--- src/rtl/led_seq_pkg.sv ---
// Shared definitions for the AXI-Lite LED sequencer: FSM states, pattern
// modes, AXI response codes and the pattern-advance helper.
package led_seq_pkg;

  typedef enum logic [2:0] {
    ST_IDLE,
    ST_WR,
    ST_WRESP,
    ST_RD,
    ST_RRESP
  } state_e;

  typedef enum logic [1:0] {
    MODE_WALK   = 2'b00,
    MODE_COUNT  = 2'b01,
    MODE_TOGGLE = 2'b10,
    MODE_HOLD   = 2'b11
  } mode_e;

  localparam logic [1:0]  RESP_OKAY        = 2'b00;
  localparam logic [15:0] LED_ADDR_DEFAULT = 16'h0000;
  localparam logic [7:0]  PAT_RESET        = 8'h01;

  // Pattern that follows `pat` under the given mode
  function automatic logic [7:0] next_pat(input logic [1:0] mode, input logic [7:0] pat);
    logic [7:0] r;
    r = pat;
    case (mode)
      MODE_WALK:   r = {pat[6:0], pat[7]};
      MODE_COUNT:  r = pat + 8'd1;
      MODE_TOGGLE: r = pat ^ 8'hFF;
      default:     r = pat;
    endcase
    return r;
  endfunction

endpackage

--- src/rtl/led_seq_tick_gen.sv ---
// Step timer for the LED sequencer. Produces a tick every max(period,1)
// cycles while enabled, remembers one tick that lands while a step is in
// flight, and flags a tick that has nowhere to go.
//   clk, rst_n   clock, synchronous active-low reset
//   enable       run the timer; low clears timer and pending
//   period       cycles between ticks (0 behaves as 1)
//   fsm_busy     sequencer is mid-step
//   consume      sequencer is starting the pending step this cycle
//   tick_c       tick this cycle (from registered count)
//   pending      one tick waiting for the current step to finish
//   overrun_c    tick dropped because one was already pending
module led_seq_tick_gen #(
  parameter int unsigned PERIOD_W = 24
) (
  input  logic                clk,
  input  logic                rst_n,
  input  logic                enable,
  input  logic [PERIOD_W-1:0] period,
  input  logic                fsm_busy,
  input  logic                consume,
  output logic                tick_c,
  output logic                pending,
  output logic                overrun_c
);

  logic [PERIOD_W-1:0] count;
  logic [PERIOD_W-1:0] last_c;

  // >= keeps the timer from running the full counter range if period shrinks
  assign last_c    = (period == '0) ? '0 : period - PERIOD_W'(1);
  assign tick_c    = enable && (count >= last_c);
  assign overrun_c = tick_c && fsm_busy && pending && !consume;

  always_ff @(posedge clk) begin
    if (!rst_n || !enable) begin
      count   <= '0;
      pending <= 1'b0;
    end else begin
      count <= tick_c ? '0 : count + PERIOD_W'(1);
      // a tick landing as the old one is consumed becomes the new pending one
      if (tick_c && fsm_busy) pending <= 1'b1;
      else if (consume)       pending <= 1'b0;
    end
  end

endmodule

--- src/rtl/axil_led_sequencer.sv ---
// AXI-Lite master that walks an 8-bit pattern through the LED register:
// each step writes the next pattern, reads it back and checks data and
// responses. Mismatches, stalled handshakes and overrun ticks raise sticky
// error flags.
//   axi_aclk, axi_aresetn   clock, synchronous active-low reset
//   enable, mode, period    sequence control
//   err_clr                 clear sticky flags (a same-cycle set wins)
//   busy, step_cnt          status
//   err_mismatch/timeout/overrun  sticky error flags
//   m_axil_*                AXI-Lite master port (AW, W, B, AR, R)
module axil_led_sequencer
  import led_seq_pkg::*;
#(
  parameter int unsigned DATA_WIDTH = 32,
  parameter int unsigned ADDR_WIDTH = 16,
  parameter int unsigned STRB_WIDTH = DATA_WIDTH / 8,
  parameter logic [15:0] LED_ADDR   = LED_ADDR_DEFAULT,
  parameter int unsigned PERIOD_W   = 24,
  parameter int unsigned TIMEOUT    = 255
) (
  input  logic                  axi_aclk,
  input  logic                  axi_aresetn,
  input  logic                  enable,
  input  logic [1:0]            mode,
  input  logic [PERIOD_W-1:0]   period,
  input  logic                  err_clr,
  output logic                  busy,
  output logic [15:0]           step_cnt,
  output logic                  err_mismatch,
  output logic                  err_timeout,
  output logic                  err_overrun,
  output logic [ADDR_WIDTH-1:0] m_axil_awaddr,
  output logic [2:0]            m_axil_awprot,
  output logic                  m_axil_awvalid,
  input  logic                  m_axil_awready,
  output logic [DATA_WIDTH-1:0] m_axil_wdata,
  output logic [STRB_WIDTH-1:0] m_axil_wstrb,
  output logic                  m_axil_wvalid,
  input  logic                  m_axil_wready,
  input  logic [1:0]            m_axil_bresp,
  input  logic                  m_axil_bvalid,
  output logic                  m_axil_bready,
  output logic [ADDR_WIDTH-1:0] m_axil_araddr,
  output logic [2:0]            m_axil_arprot,
  output logic                  m_axil_arvalid,
  input  logic                  m_axil_arready,
  input  logic [DATA_WIDTH-1:0] m_axil_rdata,
  input  logic [1:0]            m_axil_rresp,
  input  logic                  m_axil_rvalid,
  output logic                  m_axil_rready
);

  localparam int unsigned WD_W = $clog2(TIMEOUT + 1);

  state_e          state, state_n;
  logic [7:0]      pat, pat_n;
  logic [15:0]     step_n;
  logic [1:0]      bresp_q, bresp_n;
  logic [WD_W-1:0] wd_cnt, wd_n;
  logic            awvalid_n, wvalid_n, bready_n, arvalid_n, rready_n, busy_n;
  logic            start_c, done_c, mismatch_set_c, timeout_set_c;
  logic            tick_c, pending, overrun_c, consume_c;
  logic            unused_rdata;

  assign m_axil_awaddr = ADDR_WIDTH'(LED_ADDR);
  assign m_axil_araddr = ADDR_WIDTH'(LED_ADDR);
  assign m_axil_awprot = 3'b000;
  assign m_axil_arprot = 3'b000;
  assign m_axil_wstrb  = STRB_WIDTH'(1);
  assign m_axil_wdata  = DATA_WIDTH'(pat);
  assign unused_rdata  = ^m_axil_rdata;
  assign consume_c     = done_c && pending;

  led_seq_tick_gen #(.PERIOD_W(PERIOD_W)) u_tick (
    .clk       (axi_aclk),
    .rst_n     (axi_aresetn),
    .enable    (enable),
    .period    (period),
    .fsm_busy  (state != ST_IDLE),
    .consume   (consume_c),
    .tick_c    (tick_c),
    .pending   (pending),
    .overrun_c (overrun_c)
  );

  // Next-state, next-output and step bookkeeping
  always_comb begin
    state_n        = state;
    pat_n          = pat;
    step_n         = step_cnt;
    bresp_n        = bresp_q;
    awvalid_n      = m_axil_awvalid;
    wvalid_n       = m_axil_wvalid;
    bready_n       = m_axil_bready;
    arvalid_n      = m_axil_arvalid;
    rready_n       = m_axil_rready;
    start_c        = 1'b0;
    done_c         = 1'b0;
    mismatch_set_c = 1'b0;

    case (state)
      ST_IDLE: start_c = tick_c;
      ST_WR: begin
        // AW and W retire independently; move on once both are gone
        awvalid_n = m_axil_awvalid && !m_axil_awready;
        wvalid_n  = m_axil_wvalid && !m_axil_wready;
        if (!awvalid_n && !wvalid_n) begin
          state_n  = ST_WRESP;
          bready_n = 1'b1;
        end
      end
      ST_WRESP: begin
        if (m_axil_bvalid && m_axil_bready) begin
          bresp_n   = m_axil_bresp;
          bready_n  = 1'b0;
          arvalid_n = 1'b1;
          state_n   = ST_RD;
        end
      end
      ST_RD: begin
        if (m_axil_arready) begin
          arvalid_n = 1'b0;
          rready_n  = 1'b1;
          state_n   = ST_RRESP;
        end
      end
      ST_RRESP: begin
        if (m_axil_rvalid && m_axil_rready) begin
          rready_n       = 1'b0;
          done_c         = 1'b1;
          step_n         = step_cnt + 16'd1;
          mismatch_set_c = (m_axil_rdata[7:0] != pat) || (m_axil_rresp != RESP_OKAY)
                           || (bresp_q != RESP_OKAY);
          if (pending) start_c = 1'b1;
          else         state_n = ST_IDLE;
        end
      end
      default: state_n = ST_IDLE;
    endcase

    // pat holds the pattern of the step in flight (or the last one)
    if (start_c) begin
      state_n   = ST_WR;
      awvalid_n = 1'b1;
      wvalid_n  = 1'b1;
      pat_n     = next_pat(mode, pat);
    end

    busy_n = (state_n != ST_IDLE);
  end

  // Per-state stall counter; restarts on every state change
  always_comb begin
    wd_n          = '0;
    timeout_set_c = 1'b0;
    if (state != ST_IDLE && state_n == state) begin
      wd_n          = (wd_cnt == WD_W'(TIMEOUT)) ? wd_cnt : wd_cnt + WD_W'(1);
      timeout_set_c = (wd_cnt == WD_W'(TIMEOUT - 1));
    end
  end

  // State and registered outputs
  always_ff @(posedge axi_aclk) begin
    if (!axi_aresetn) begin
      state          <= ST_IDLE;
      pat            <= PAT_RESET;
      step_cnt       <= '0;
      bresp_q        <= RESP_OKAY;
      wd_cnt         <= '0;
      m_axil_awvalid <= 1'b0;
      m_axil_wvalid  <= 1'b0;
      m_axil_bready  <= 1'b0;
      m_axil_arvalid <= 1'b0;
      m_axil_rready  <= 1'b0;
      busy           <= 1'b0;
      err_mismatch   <= 1'b0;
      err_timeout    <= 1'b0;
      err_overrun    <= 1'b0;
    end else begin
      state          <= state_n;
      pat            <= pat_n;
      step_cnt       <= step_n;
      bresp_q        <= bresp_n;
      wd_cnt         <= wd_n;
      m_axil_awvalid <= awvalid_n;
      m_axil_wvalid  <= wvalid_n;
      m_axil_bready  <= bready_n;
      m_axil_arvalid <= arvalid_n;
      m_axil_rready  <= rready_n;
      busy           <= busy_n;
      err_mismatch   <= mismatch_set_c | (err_mismatch & ~err_clr);
      err_timeout    <= timeout_set_c  | (err_timeout  & ~err_clr);
      err_overrun    <= overrun_c      | (err_overrun  & ~err_clr);
    end
  end

endmodule

--- config.mk ---
export PLATFORM = sky130hd
export DESIGN_NAME = axil_led_sequencer
export DESIGN_NICKNAME = d
export VERILOG_FILES = /design/src/rtl/led_seq_pkg.sv /design/src/rtl/led_seq_tick_gen.sv /design/src/rtl/axil_led_sequencer.sv
export SDC_FILE = /design/constraint.sdc
export NUM_CORES = 1
export LEC_CHECK = 0
export ABC_AREA = 1
export CAP_MARGIN = 0
export CORE_ASPECT_RATIO = 1.4
export CORE_UTILIZATION = 30
export DETAILED_ROUTE_END_ITERATION = 8
export PLACE_DENSITY_LB_ADDON = 0.2
export REMOVE_ABC_BUFFERS = 1
export SLEW_MARGIN = 20
export SYNTH_ARGS = -nofsm -noshare
export SYNTH_HDL_FRONTEND = slang
export SYNTH_SLANG_ARGS = --single-unit
--- constraint.sdc ---
create_clock -name axi_aclk -period 4.8 [get_ports axi_aclk]
set_input_delay 0.96 -clock axi_aclk [delete_from_list [all_inputs] [get_ports axi_aclk]]
set_output_delay 0.96 -clock axi_aclk [all_outputs]
set_load 0.02 [all_outputs]
# Word-level counts from Yosys, hierarchy flattened
# Cells that the tools add are included.
# totals
regBits	71
inputBits	71
out_inout_bits	99
word_cells	118
# classes
add_sub_neg	5
n_lt_le_gt_ge	1
eq_ne	14
mux	32
n_bitwise	8
reduce_logical	42
# ops
cell	count
$add A24 B1 Y24 const B	1
$ge A24 B24 Y1	1
$logic_not A24 Y1	1
$mux W24	1
$pmux W8 S3	1
$sub A24 B1 Y24 const B	1
$mux W1	19
$mux W3	6
$add A16 B1 Y16 const B	1
$add A8 B1 Y8 const B	2
$eq A8 B8 Y1 const B	2
$pmux W3 S5	1
$reduce_bool A2 Y1	7
$logic_and A1 B1 Y1	11
$reduce_and A3 Y1	3
$reduce_bool A3 Y1	3
$ne A2 B2 Y1 const B	4
$ne A8 B8 Y1	1
$not A8 Y8	1
$pmux W1 S2	4
$reduce_and A2 Y1	4
$logic_not A1 Y1	7
$eq A3 B2 Y1 const B	2
$and A1 B1 Y1	3
other kinds (11)	15

# Logic depth before layout (Yosys ltp)
# Gate-level depths: netlist of run 1.
# logic_depth
depth_word	11
ltp_mapped	29
mapped_depth_nobuf	29

# Modules after synthesis
# Synthesis of run 1 repeated with hierarchy kept, for this count alone.
# hier_totals
hier_cells	867
area_unflattened_um2	5815.6
# modules_own_cells
module	n_inst	cells_per_inst	area_each_um2	seq_area_each_um2
axil_led_sequencer	1	454	3184.3	920.9
led_seq_tick_gen	1	413	2631.3	500.5

# Least setup slack after synthesis of run 1
# No wires, ideal clock.
# synth_timing
path_type	input to register
startpoint	in period[0]
endpoint	reg pat[7]
setup_ps	128
arrival_time_ps	3609
path_slack_ps	1063
path_stages	26
path_buffers	0
cell_sequence	inv_1 > nand2_1 > nor3_2 > inv_2 > nor3_4 > nand2_2 > nor2_2 > nand2_2 > nor2_4 > nand3_1 > xor2_1 > nand2_1 > ha_1 > nand2_1 > nor2_1 > nand3_1 > nor2_1 > nand2_1 > nand2_1 > nand3_1 > nand2_1 > nand2_2 > inv_1 > nand2_1 > o21ai_0 > nor2_1
# synth_between
elab_chain_len	6
elab_cells_between_ends	7
# synth_rtl
item	line	source
start, declared	axil_led_sequencer.sv:25	input logic [PERIOD_W-1:0] period,
$sub A24 B1 Y24 or $logic_not A24 Y1 (tied branches)	led_seq_tick_gen.sv:30	assign last_c = (period == '0) ? '0 : period - PERIOD_W'(1);
$mux W24 *	led_seq_tick_gen.sv:30	
$ge A24 B24 Y1 *	led_seq_tick_gen.sv:31	assign tick_c = enable && (count >= last_c);
$logic_and A1 B1 Y1 *	led_seq_tick_gen.sv:31	
$pmux W1 S2 *	axil_led_sequencer.sv:101	case (state)
$reduce_and A2 Y1 (no line) *	n/a	
end signal, assigned	axil_led_sequencer.sv:181	pat <= pat_n;
end, declared	axil_led_sequencer.sv:56	logic [7:0] pat, pat_n;
# Every way passes the cells marked *; elsewhere a longest branch is shown, timed or not.
# A chain may end at the register's enable or synchronous reset.

# Worst setup path after layout of run 1
# layout_timing
startpoint	in period[0]
endpoint	reg wd_cnt[0]
# layout_between
elab_chain_len	9
elab_cells_between_ends	10
# layout_rtl
item	line	source
$sub A24 B1 Y24 or $logic_not A24 Y1 (tied branches)	led_seq_tick_gen.sv:30	
$mux W24 *	led_seq_tick_gen.sv:30	
$ge A24 B24 Y1 *	led_seq_tick_gen.sv:31	
$logic_and A1 B1 Y1 *	led_seq_tick_gen.sv:31	
$pmux W1 S2 *	axil_led_sequencer.sv:101	
$mux W3 *	axil_led_sequencer.sv:142	if (start_c) begin
$eq A3 B3 Y1 *	axil_led_sequencer.sv:156	if (state != ST_IDLE && state_n == state) begin
$logic_and A1 B1 Y1 *	axil_led_sequencer.sv:156	
$reduce_and A2 Y1 (no line) *	n/a	
end signal, assigned	axil_led_sequencer.sv:184	wd_cnt <= wd_n;
end, declared	axil_led_sequencer.sv:59	logic [WD_W-1:0] wd_cnt, wd_n;
# Marked as above.

==> flow_summary.yaml, run 1 <==
run_status:
  status: "finished, final reports clean"
power_and_ir_drop:
  power.density_nw_per_um2: 237
  power_mw: 1.54
  ir_drop_mv: 0.164
  leakagePower_nw: 2.74
clock_tree:
  cts_inserted_buffers: 9
  tritoncts: "done"
  post_cts_buffers: 0
  cts.sinks: 71
  cts.path.max_buffers: 2
  root_buffer: "clkbuf_16"
  clk-insertion-delay-late_ns: 0.34
  ctsResizeCount: 0
  clk_pin_slew_ns: 0.06
  hold_buffers: 0
  htreeDepth: 3
route:
  remaining_drc_errors: 0
  wl_met3_um: 802
  wl_mm: 12.2
  vias: 4793
  antenna_left: 0
  via_per_inst: 4.36
  drtIter0Drc: 128
  dr.max_layer_used: "met4"
  dr.pass1.iters: 4
  met1_length_mm: 5.33
  wl_per_cell_um: 11.1
  dr_wl_met2_mm: 5.94
placed_design:
  dp_worst_setup_slack_ns: 0.172
  gp_congestion: 0.774
  place_inst: 1083
  port-buffer-count: 79
  hpwl_mm: 9.64
die:
  core_area_um2: 17300
  placementRows: 57
  start_util: 0.306
  die_h_um: 159
  die-width_um: 114
  io_pins: 170
  die_area_um2: 18100
final_layout:
  num_antenna_cells: 0
  drive_gt1_frac: 0.0846
  area_growth_syn_to_layout_pct: 23.7
  nets: 963
  multi_input_area_um2: 3190
  instances_no_fill: 1099
  seqCellArea_um2: 1420
  finish.utilization: 0.378
  nFillCells: 1871
critical_path:
  worstSetupStartpointType: "input port"
  critPathCaptureType: "flip-flop"
  worstPathRequired_ns: 5.07
  cp_common_cell: "nand2_1"
  crit_type: "in2reg"
  cp_top_family: "simple AND/OR/NAND/NOR gates"
  critical_path_arrival_ns: 4.49
  cp_max_fo: 8
  max_stage_delay_ns: 0.40
  cp_slowest_cell: "clkdlybuf4s50_1"
  critPathBufInv: 4
synth:
  synthTopCellsByCount: "123 x nand2_1, 94 x inv_1, 82 x nor2_1"
  async_reset_ff_frac: 0
  synthCells: 766
  synth_edf_count: 0
  yosysSeqAreaShare: 0.269
  synth.most_common_cell: "nand2_1"
  syn_area_um2: 5280
  synth_flop_cell: "dfxtp_1"
  yosys.area.top_type: "dfxtp_1"
  synth_area_leaders: "dfxtp_1 27%, buf_4 9.4%, nand2_1 8.8%, ha_1 8.1%, inv_1 6.7%"
  synth_seq_cells: 71
  syn_avg_cell_area_um2: 6.89
  yosysWarnings: 0
  synth.distinct_cells: 44
  synth_top_area_frac: 0.269
timing:
  final-setup-viol-count: 0
  setup_ws_ns: 0.577
  grt_setup_unrepaired: "no"
  fmax_mhz: 237
  slew_violations: 0
  skew_ns: 0.0104
  post-route-min-period_ns: 4.22
  finalCritPeriodShare: 0.880
  finalHoldViolCount: 0
  finalSetupTns_ns: 0
min_path:
  hp-class: "reg2reg"
global_route:
  antenna_found_initial: 0
  gr-total-overflow: 0
  grt_pass1_wl_mm: 20.2
  grt_max_degree: 25
  grt_pass1_vias: 4423
  grt.total_usage: 0.138
run:
  drv_cap: 0
==> per-layer routing <==
metal,vias up,track usage
met4,0,0.0496
met1,2092,0.158
li1,2574,-
met2,118,0.241
met5,-,0
met3,9,0.0378
==> worst min-delay path: cells and delay by family (launching register included) <==
family          cells  cell delay [ns]
buf+inv             1             0.05
compound gates      1             0.05
flops               1             0.31
==> stage by stage <==
step	hold slack (ns)	area, um^2
final	0.448	6530
after global routing	0.464	6530
after CTS	0.450	6530
after floorplan	0.423	4990
after global placement	0.439	6180
after detailed placement	0.438	6180
==> cells in the final DEF (no fill, tap or decap), types with 7 or more instances in the layout <==
master	instances
nand2_1	123
inv_1	94
nor2_1	82
clkdlybuf4s50_1	79
dfxtp_1	71
conb_1	66
nand3_1	50
a21oi_1	48
o21ai_0	43
ha_1	34
nor3_1	21
xor2_1	14
buf_4	12
xnor2_1	10
nor4_1	9
nand4_1	9
clkbuf_16	9
nor2_2	8
nand2_2	7
==> report_power, final <==
group          internal (mW)  switching (mW)
Sequential             0.590        0.000889
Clock                  0.509           0.269
Combinational         0.0643           0.110
Total                   1.16           0.380
==> registers in the layout, indices dropped and copies added, names as in the netlist, 2 cells and up <==
register	flops
step_cnt	16
u_tick.count	24
bresp_q	2
wd_cnt	8
pat	8
state	3
==> worst paths after layout <==
path	startpoint	depth (start not counted)	slack, ns	to
min	bresp_q[0]$_SDFFE_PN0P_	2	0.45	bresp_q[0]$_SDFFE_PN0P_
max	period[0]	27	0.58	wd_cnt[0]$_SDFFE_PN0P_
min reg2reg	bresp_q[0]$_SDFFE_PN0P_	2	0.45	bresp_q[0]$_SDFFE_PN0P_
max reg2reg	u_tick.count[21]$_SDFF_PP0_	13	2.62	pat[4]$_SDFFE_PN0P_
==> final cells by class <==
class,instances,area share
clock buffers,9,0.0345
clock inverters,7,0.0184
inverters,99,0.0569
multi-input cells,585,0.489
flip-flops and latches,71,0.218
well taps,236,0.0452
repair buffers,92,0.138
==> logic make-up (layout without fill, tap and decap cells) <==
group	count (synthesis)	in the layout	share of synthesized area
compound gates	120	120	0.127
other cells	2	66	0.00142
simple gates	341	341	0.311
buf+inv	174	207	0.171
flops	71	71	0.269
fa+ha+maj	34	34	0.0806
xor+xnor	24	24	0.0398
Note: power is estimated with default switching activity, not from simulation.
==> inputs of run 2 (changes only) <==
ABC_AREA = unset   (was 1)
CTS_CLUSTER_SIZE = 30   (was unset)
REMOVE_ABC_BUFFERS = unset   (was 1)
==> flow_summary.yaml, run 2 <==
route:
  antenna_left: 0
  drtIter0Drc: 216
  dr.pass1.iters: 7
  wl_per_cell_um: 13.1
  via_per_inst: 4.71
  remaining_drc_errors: 13
  vias: 4446
  wl_mm: 12.4
die:
  io_pins: 170
  die-width_um: 112
  placementRows: 55
  die_area_um2: 17400
  core_area_um2: 16300
  start_util: 0.311
  die_h_um: 156
global_route:
  grt_max_degree: 30
  gr-total-overflow: 0
  grt_pass1_vias: 4301
  grt.total_usage: 0.144
  grt_pass1_wl_mm: 20.5
  antenna_found_initial: 0
synth:
  synth_seq_cells: 71
  yosysWarnings: 0
  synth_edf_count: 0
  synthCells: 632
  synth_flop_cell: "dfxtp_1"
  synth_top_area_frac: 0.281
  async_reset_ff_frac: 0
  yosys.area.top_type: "dfxtp_1"
  syn_avg_cell_area_um2: 8.02
  synthTopCellsByCount: "71 x dfxtp_1, 69 x nand2_1, 69 x nor2_1"
  syn_area_um2: 5070
  yosysSeqAreaShare: 0.281
  synth.most_common_cell: "dfxtp_1"
  synth.distinct_cells: 57
  synth_area_leaders: "dfxtp_1 28%, buf_4 9.8%, ha_1 8.4%, xor2_1 5.9%, xnor2_1 5.5%"
timing:
  finalCritPeriodShare: 0.950
  fmax_mhz: 219
  post-route-min-period_ns: 4.56
  slew_violations: 0
  grt_setup_unrepaired: "no"
  relSlewSlack: 0.346
  setup_ws_ns: 0.240
  final-setup-viol-count: 0
  finalSetupTns_ns: 0
  finalHoldViolCount: 0
  worstMarginPinSlew_ns: 0.980
  skew_ns: 0.00812
critical_path:
  critPathCaptureType: "flip-flop"
  cp_max_fo: 4
  crit_type: "in2reg"
  r2r_slack_ns: 2.16
  critical_path_arrival_ns: 4.76
  worstSetupStartpointType: "input port"
  worstPathRequired_ns: 5.00
  r2r-end: "err_timeout$_SDFF_PN0_"
  r2r_start: "u_tick.count[8]$_SDFF_PP0_"
  reg2regPathDepth: 8
min_path:
  worstHoldStart: "m_axil_arvalid$_SDFFE_PN0P_"
  min_path_cells: 2
  hp-class: "reg2reg"
  whs_endpoint: "m_axil_arvalid$_SDFFE_PN0P_"
final_layout:
  nets: 844
  largest_reg_flops: 24
  finish.utilization: 0.398
  nFillCells: 1689
  final_common_cell: "clkdlybuf4s50_1"
  final_cell_mix: "75 x clkdlybuf4s50_1, 71 x dfxtp_1, 69 x nor2_1, 69 x nand2_1, 66 x conb_1"
  num_antenna_cells: 0
  drive_gt1_frac: 0.0981
  largest_register: "u_tick.count"
  reg_top3: "u_tick.count (24), step_cnt (16)"
  instances_no_fill: 943
  area_growth_syn_to_layout_pct: 28.0
clock_tree:
  root_buffer: "clkbuf_16"
  cts.sinks: 71
  clk-insertion-delay-late_ns: 0.33
  clk_pin_slew_ns: 0.06
  tritoncts: "done"
  htreeDepth: 3
  cts_inserted_buffers: 9
  cts.path.max_buffers: 2
  hold_buffers: 0
placed_design:
  gp_congestion: 0.786
  hpwl_mm: 9.32
  dp_worst_setup_slack_ns: -0.374
  port-buffer-count: 79
  place_inst: 922
power_and_ir_drop:
  ir_drop_mv: 0.159
  power.density_nw_per_um2: 221
  leakagePower_nw: 2.71
run_status:
  violations: "design-rule violations"
  status: "complete, but fails checks"
run:
  drv_cap: 0
run 2: area by class of cell:
cell class,instances,area (um^2),share of cell area
well taps,199,249,0.0384
clock inverters,7,73.8,0.0114
clock buffers,9,225,0.0347
inverters,19,71.3,0.0110
multi-input cells,520,3300,0.509
flip-flops and latches,71,1420,0.219
repair buffers,118,1140,0.177
run 2: cell families (layout without fill, tap and decap cells):
group,after synthesis,after routing,synth area share
simple gates,260,260,0.250
buf+inv,105,153,0.129
compound gates,81,81,0.114
flops,71,71,0.281
xor+xnor,66,66,0.114
fa+ha+maj,34,34,0.0840
mux,13,13,0.0267
other cells,2,66,0.00148
run 2: layer usage:
metal	GRT usage	up-vias	wire length, um
li1	-	2269	-
met1	0.170	2060	5410
met2	0.263	109	6220
met3	0.0287	8	618
met4	0.0405	0	111
met5	0	-	0
run 2: how the worst max path moves through the flow:
stage | from | end | cells after the start
after floorplan | period[7] | pat[4]$_SDFFE_PN0P_ | 15
after global placement | period[7] | busy$_SDFF_PN0_ | 15
after detailed placement | period[7] | busy$_SDFF_PN0_ | 15
after CTS | period[6] | busy$_SDFF_PN0_ | 16
after global routing | period[6] | err_timeout$_SDFF_PN0_ | 17
final | period[6] | busy$_SDFF_PN0_ | 16
run 2: through the flow:
step | total power, mW | hold WS, ns | cell area (um^2)
2_1_floorplan | 0.749 | 0.449 | 5310
3_3_place_gp | 0.777 | 0.460 | 6060
3_5_place_dp | 0.780 | 0.453 | 6060
4_1_cts | 1.46 | 0.465 | 6460
5_1_grt | 1.50 | 0.491 | 6480
6_report | 1.43 | 0.466 | 6480
run 2: where the power goes:
part	total [mW]	switching, mW	internal [mW]
Clock	0.660	0.258	0.403
Sequential	0.591	0.00135	0.590
Combinational	0.183	0.107	0.0755
run 2: worst max-delay path, stage by stage:
cell and delay (ns):
dlygate4sd2_1 0.24, or4_4 0.55, nor4_4 0.16, buf_4 0.16, nand4_1 0.22, nor3_2 0.20
xor2_1 0.17, nand2_1 0.08, ha_1 0.27, and2_4 0.16, a221o_1 0.28, a221o_1 0.38
buf_4 0.16, a22o_4 0.25, nand3b_1 0.16, o41a_1 0.34
run 2: timing repair:
item / in CTS / in global routing
setup endpoints to repair: 17 / 34
buffers inserted: 3 / 0
endpoints found under the hold margin: 0 / 0
cloned: 2 / 0
pin swaps: 15 / 8
resized for setup: 13 / 9
